**src/rtl/pipe_ctrl_gen.sv**
```systemverilog
// Pipeline hazard controller: resolves stall, branch and trap requests into per-stage
// stall/flush vectors, with flush-hold FSM, saturating perf counters and freeze watchdog.
module pipe_ctrl_gen #(
  parameter int STAGES     = 5,
  parameter int BR_STAGE   = 3,
  parameter int IRQ_STAGE  = 2,
  parameter int FLUSH_HOLD = 1,
  parameter int CNT_W      = 32,
  parameter int WDOG_LIMIT = 1024
) (
  input  logic              clk,
  input  logic              rst,
  input  logic [STAGES-2:0] stallreq_i,
  input  logic              stallreq_irq_i,
  input  logic              branch_flag_i,
  input  logic              trap_flag_i,
  output logic [STAGES-1:0] stalled_o,
  output logic [STAGES-1:0] flush_o,
  output logic [CNT_W-1:0]  stall_cycles_o,
  output logic [CNT_W-1:0]  redirect_cnt_o,
  output logic              wdog_o,
  input  logic              wdog_clr_i
);

  localparam int RUN_W = $clog2(WDOG_LIMIT + 1);
  localparam logic [3:0] HOLD_INIT = 4'(FLUSH_HOLD - 1);
  localparam logic [RUN_W-1:0] RUN_LIMIT = RUN_W'(WDOG_LIMIT);
  localparam logic [RUN_W-1:0] RUN_LAST  = RUN_W'(WDOG_LIMIT - 1);

  typedef enum logic {IDLE, HOLD} state_e;

  state_e            state_q, state_d;
  logic [3:0]        hcnt_q, hcnt_d;
  logic [CNT_W-1:0]  stall_cycles_q, stall_cycles_d;
  logic [CNT_W-1:0]  redirect_cnt_q, redirect_cnt_d;
  logic [RUN_W-1:0]  run_q, run_d;
  logic              wdog_q, wdog_d;

  logic              redirect;
  logic              freeze;
  logic              force_flush;
  logic              found;
  int                hi;
  logic [STAGES-1:0] row_stall;
  logic [STAGES-1:0] row_flush;

  // Priority resolution: trap, branch, freeze, then the deepest effective stall request.
  always_comb begin
    redirect  = trap_flag_i | branch_flag_i;
    freeze    = !redirect && stallreq_i[STAGES-2];
    row_stall = '0;
    row_flush = '0;
    found     = 1'b0;
    hi        = 0;
    if (trap_flag_i) begin
      row_stall[0] = 1'b1;
      row_flush    = {{(STAGES-1){1'b1}}, 1'b0};
    end else if (branch_flag_i) begin
      row_stall[0] = 1'b1;
      for (int i = 1; i < STAGES; i++) begin
        if (i < BR_STAGE) row_flush[i] = 1'b1;
      end
    end else if (stallreq_i[STAGES-2]) begin
      row_stall = '1;
    end else begin
      for (int s = 1; s <= STAGES-2; s++) begin
        if (stallreq_i[s-1] || (s == IRQ_STAGE && stallreq_irq_i)) begin
          found = 1'b1;
          hi    = s;
        end
      end
      if (found) begin
        for (int i = 0; i < STAGES; i++) begin
          if (i < hi)  row_stall[i] = 1'b1;
          if (i == hi) row_flush[i] = 1'b1;
        end
      end
    end
  end

  // A hold cycle bubbles the fetch register; a fresh redirect supplies its own row.
  always_comb begin
    force_flush = (state_q == HOLD) && !redirect;
    stalled_o   = row_stall;
    flush_o     = row_flush;
    if (force_flush) begin
      flush_o[1]   = 1'b1;
      stalled_o[1] = 1'b0;
    end
    if (rst) begin
      stalled_o = '0;
      flush_o   = '0;
    end
  end

  always_comb begin
    state_d = state_q;
    hcnt_d  = hcnt_q;
    if (redirect) begin
      hcnt_d  = HOLD_INIT;
      state_d = (HOLD_INIT != 4'd0) ? HOLD : IDLE;
    end else if (state_q == HOLD && !freeze) begin
      hcnt_d = hcnt_q - 4'd1;
      if (hcnt_d == 4'd0) state_d = IDLE;
    end
  end

  always_comb begin
    stall_cycles_d = stall_cycles_q;
    redirect_cnt_d = redirect_cnt_q;
    if ((|stalled_o) && (stall_cycles_q != '1)) stall_cycles_d = stall_cycles_q + CNT_W'(1);
    if (redirect && (redirect_cnt_q != '1))     redirect_cnt_d = redirect_cnt_q + CNT_W'(1);
  end

  // The run counter parks at the limit; wdog is sticky until explicitly cleared.
  always_comb begin
    run_d  = run_q;
    wdog_d = wdog_q;
    if (!freeze) begin
      run_d = '0;
    end else if (run_q != RUN_LIMIT) begin
      run_d = run_q + RUN_W'(1);
    end
    if (freeze && run_q == RUN_LAST) wdog_d = 1'b1;
    if (wdog_clr_i) begin
      run_d  = '0;
      wdog_d = 1'b0;
    end
  end

  always_ff @(posedge clk or posedge rst) begin
    if (rst) begin
      state_q        <= IDLE;
      hcnt_q         <= '0;
      stall_cycles_q <= '0;
      redirect_cnt_q <= '0;
      run_q          <= '0;
      wdog_q         <= 1'b0;
    end else begin
      state_q        <= state_d;
      hcnt_q         <= hcnt_d;
      stall_cycles_q <= stall_cycles_d;
      redirect_cnt_q <= redirect_cnt_d;
      run_q          <= run_d;
      wdog_q         <= wdog_d;
    end
  end

  assign stall_cycles_o = stall_cycles_q;
  assign redirect_cnt_o = redirect_cnt_q;
  assign wdog_o         = wdog_q;

endmodule
```
**config.mk**
```make
export PLATFORM = sky130hd
export DESIGN_NAME = pipe_ctrl_gen
export DESIGN_NICKNAME = d
export VERILOG_FILES = /design/src/rtl/pipe_ctrl_gen.sv
export SDC_FILE = /design/constraint.sdc
export NUM_CORES = 1
export LEC_CHECK = 0
export ABC_AREA = 1
export CAP_MARGIN = 20
export CORE_MARGIN = 2
export CORE_UTILIZATION = 50
export DETAILED_ROUTE_END_ITERATION = 8
export PLACE_DENSITY = 0.76
export SETUP_SLACK_MARGIN = 0.5
export SLEW_MARGIN = 20
export SYNTH_ARGS = -nofsm -noshare
export SYNTH_HDL_FRONTEND = slang
export SYNTH_SLANG_ARGS = --single-unit
```
**constraint.sdc**
```tcl
create_clock -name clk -period 5.6 [get_ports clk]
set_input_delay 1.12 -clock clk [delete_from_list [all_inputs] [get_ports clk]]
set_output_delay 1.12 -clock clk [all_outputs]
set_load 0.005 [all_outputs]
```
* Yosys cells after proc, flatten, opt, wreduce, memory -nomap -nowiden
Index checks and enable logic that the tools add are counted.
** Storage, ports and cells
- Bits in registers :: 81
- Input bits :: 10
- Output and inout bits :: 75
** Cells by class
- Reductions and logical operators :: 16
- Bitwise gates (word level) :: 1
- Equal/unequal tests :: 9
- $lt $le $gt $ge :: 5
- Add/sub/neg operators :: 4
- Multiplexer cells :: 48
** Operators by type and width (number)
- 2-to-1 mux 32 bit :: 5
- adder 32 x 1 -> 32 bit, second input constant :: 2
- == test 3 x 32 -> 1 bit, first input constant :: 2
- < comparator 3 x 32 -> 1 bit, first input constant :: 2
- != test 32 bit, second input constant :: 2
- 2-to-1 mux 5 bit :: 7
- 2-to-1 mux 11 bit :: 3
- == test 2 x 32 -> 1 bit, first input constant :: 1
- == test 4 x 32 -> 1 bit, first input constant :: 1
- logical NOT 32 bit :: 1
- < comparator 1 x 32 -> 1 bit, first input constant :: 1
- < comparator 2 x 32 -> 1 bit, first input constant :: 1
- < comparator 4 x 32 -> 1 bit, first input constant :: 1
- 2-to-1 mux 1 bit :: 27
- 2-to-1 mux 4 bit :: 4
- adder 11 x 1 -> 11 bit, second input constant :: 1
- == test 11 x 10 -> 1 bit, second input constant :: 1
- != test 11 bit, second input constant :: 1
- logical AND 1 bit :: 6
- nonzero test 2 bit :: 3
- OR reduction 5 bit :: 1
- logical NOT 4 bit :: 1
- 2-to-1 mux 2 bit :: 2
- subtractor 4 x 1 -> 4 bit, second input constant :: 1
- 5 further kinds :: 6

* Logic depth before layout (Yosys ltp)
- Depth in word-level cells :: 16
- Mapped depth :: 11
- Gate-level depth less buffers :: 10

* Least setup slack after synthesis
Ideal clock, no wire load.
- Path kind :: input port to output port
- Start :: input port rst
- End :: output port stalled_o[1]
- Arrival time :: 3.124 ns
- Cell stages on the path :: 3
- Data required time :: 4.480 ns
- Buffers on the path :: 0
- Slack :: 1.356 ns
- Cell sequence :: inv_1 > nand2_1 > a21oi_1
** On the way
- Word-level cells in the longest chain between the ends :: 1
** Ends and longest elaborated chain
- from (decl) :: line 12 : input logic rst,
- 2-to-1 mux 5 bit :: line 90 : if (rst) begin
- to (decl) :: line 17 : output logic [STAGES-1:0] stalled_o,
Every way passes these cells.

* Final worst setup path
- Start :: input port stallreq_i[3]
- End :: output port stalled_o[0]
** On the way
- Word-level cells in the longest chain between the ends :: 4
** Ends and longest elaborated chain
- from (decl) :: line 13 : input logic [STAGES-2:0] stallreq_i,
- 2-to-1 mux 5 bit :: line 63 : end else if (stallreq_i[STAGES-2]) begin
- 2-to-1 mux 1 bit :: line 58 : end else if (branch_flag_i) begin
- 2-to-1 mux 1 bit :: line 55 : if (trap_flag_i) begin
- 2-to-1 mux 5 bit :: line 90
Every way passes these cells.

==> results by group <==
Synth
  – Post-synth design cell area: between 0.005 and 0.006 mm²
  – Syn nets: 827
  – Post-synth top flop: dfrtp_1
  – Avg Cell Area, Syn: around 6.3 µm²
  – Seq/Total Area, Yosys: 36.9%
  – Yosys cell types: 29
  – #FFs+latches synth: 76
  – Share of the synthesized area in the top cell type: between 30% and 40%
  – Ys async rst share: between 90% and 100%
  – EDFF count, synth: 0
  – Synth warn: 0
  – Cells after synthesis: 813
  – Synth area leader: dfrtp_1
  – Area contributors post-synth: dfrtp_1 37%, nand2_1 29%, nor2_1 8.7%

Clock network
  – Post_cts resized: 0
  – CTS clk-pin slew, worst paths: about 0.08 ns
  – H-Tree Depth: 3
  – CTS root buf: clkbuf_8
  – Hold_buf cts: 0
  – Clock sink count: 76
  – TritonCTS Buffers: 9
  – Post-CTS setup buffer count: 0
  – Worst skew pair latency: roughly 0.35 ns
  – Clock tree buffer depth: 2
  – CTS tree: yes

STA
  – Final TNS setup: 0 ns
  – Final slew viol count: 0
  – Fin crit period: between 3 and 4 ns
  – Final period util: between 70% and 80%
  – RSZ-0062 raised after global routing: no
  – Worst-Margin Slew: roughly 1 ns
  – Headroom to the max-slew limit: about a third
  – Final Skew: 0.0107 ns
  – Finish-stage setup viols: 0
  – Fmax: 254 MHz
  – Final hold violations: 0
  – Setup WS post-layout: approximately 1.7 ns

Die
  – Die extent in y: around 110 µm
  – Ports: 85
  – Core ar.: roughly 0.010 mm²
  – Initial Util: 50.7%
  – Die area: 0.0111 mm²
  – Row cnt: 37
  – Chip width: between 100 and 150 µm

Route
  – Via count: between 5000 and 6000
  – Vias per cell: between 4 and 5
  – WL/cell: 11.9 µm
  – Post-route ant nets: 0
  – TritonRoute pass-1 iters: 5
  – Residual DRC: 0
  – DRT iter0 DRCs: between 300 and 400
  – Routed wire length: 12300 µm

Critical path
  – Flop2flop setup slack: 3.20 ns
  – Startpoint Class: input pin
  – Reg2reg end: redirect_cnt_o[25]
  – Critical Path AT: approximately 2.8 ns
  – Critical Path End Type: output pin
  – RR Startpoint: redirect_cnt_o[0]
  – Req. time, crit path: about 4.5 ns
  – Crit path max fanout: 8
  – Register-to-Register Path Depth: 10
  – CP Class: in2out

GRT
  – Vias in the first global route: 4762
  – Gr usage total: between 20% and 30%
  – Antenna violations before repair: 0
  – Grt total ovfl: 0
  – First-pass GRT wire length: approximately 22000 µm
  – Largest net degree at the start of global routing: 77

Worst hold path
  – Hold path endpoint: run_q[5]
  – Hold depth: 1
  – Min-Delay Path Class: reg2reg
  – HP Start: run_q[5]

Power and ir drop
  – P_int: about 0.00093 W
  – Final Power: around 0.0013 W
  – Sequential share of power: about half
  – Clock Power Share: approximately a third
  – P per Cell Area: roughly 210 mW/mm²
  – Maximum vdd drop: between 0.0001 and 0.00015 V
  – Switching share of power: 28.8%
  – Leak Pwr: 2.87 nW
  – Switching power: around 0.00038 W
  – Combinational power share: 17.4%

Placement
  – Place WS: between 1.5 and 2 ns
  – DP Area: a little over 0.006 mm²
  – DP HPWL: roughly 9000 µm
  – IO buf count: between 80 and 90
  – Gpl congestion: 0.862

Final layout
  – Fin util: approximately three fifths
  – # diodes: 0
  – Share of cells above drive strength 1: ~5.4%
  – Area growth syn-to-layout: 21.0%
  – Final instance area: ~0.0062 mm²
  – Nets: approximately 910

Flow run
  – Max-cap violation count: 0

Status
  – Outcome: finished, final reports clean
-- cell usage after synthesis, drive strengths merged (2+ instances only) --
cell / number
o21ai: 17
dfrtp: 76
nand3: 39
xor2: 13
a21oi: 10
ha: 4
inv: 73
nor2: 130
xnor2: 12
nand2: 411
buf: 13
nand4: 7
nor4: 2
-- cells in the final DEF (no fill, tap or decap), types with 2 or more instances in the layout --
cell type,count
o21ai_0,17
clkinv_2,3
xor2_1,13
inv_2,2
clkdlybuf4s50_1,83
a21oi_1,10
nand2_4,3
clkbuf_8,11
nor2_2,7
nand2_2,14
nand2_1,393
ha_1,4
inv_1,69
nand4_1,7
nor4_1,2
nand3_1,39
nor2_4,2
dfrtp_1,76
xnor2_1,12
nor2_1,120
-- metal layers --
metal  GRT usage, %  wire (µm)
met5              0          0
met4           9.49        305
met3           3.22        647
met2           37.4       5400
met1           33.1       5980
-- sequential cells by signal, summed over array words and instances (netlist names) --
register        cells
wdog_o              1
stall_cycles_o     32
redirect_cnt_o     32
run_q              11
-- worst max-delay path by stage --
stage | startpoint | cells past startpoint | slack (ns) | endpoint
floorplan | rst | 3 | 1.36 | stalled_o[1]
global route | stallreq_i[3] | 6 | 1.49 | stalled_o[0]
detailed placement | stallreq_i[3] | 6 | 1.66 | stalled_o[0]
global placement | stallreq_i[3] | 6 | 1.70 | stalled_o[0]
CTS | stallreq_i[3] | 6 | 1.65 | stalled_o[0]
finish | stallreq_i[3] | 6 | 1.67 | stalled_o[0]
-- critical path: stages --
cell	delay, ns
clkdlybuf4s50_1	0.50
nor2_1	0.09
nand2_1	0.09
nor2_1	0.05
nor2_2	0.36
clkdlybuf4s50_1	0.60
-- power groups by stage --
stage	Clock [W]	Sequential, W	Combinational, W
floorplan	0	0.000644	0.000131
global placement	0	0.000654	0.000226
detailed placement	0	0.000654	0.000229
CTS	0.000442	0.000643	0.000231
global route	0.000471	0.000652	0.000256
finish	0.000434	0.000644	0.000227
-- cell families (layout without fill, tap and decap cells) --
kind of cell,count (synthesis),count (layout),share of synthesized area [%]
other cells,1,1,0.0727
flops,76,76,36.9
simple gates,592,592,47.0
xor+xnor,25,25,4.24
fa+ha+maj,4,4,0.970
buf+inv,86,173,7.95
compound gates,29,29,2.89
-- area by class of cell --
class,instances,area [µm²]
flip-flops and latches,76,1900
clock buffers,12,155
clock inverters,4,47.5
multi-input cells,651,2850
well taps,136,170
repair buffers,84,838
inverters,73,280
fillers,1008,3940
-- stage by stage --
stage,hold slack (ns),cells
floorplan,0.475,813
global placement,0.504,1020
detailed placement,0.508,1020
CTS,0.528,1036
global route,0.544,1036
finish,0.526,1036
Power figures use the tool's default switching activity.
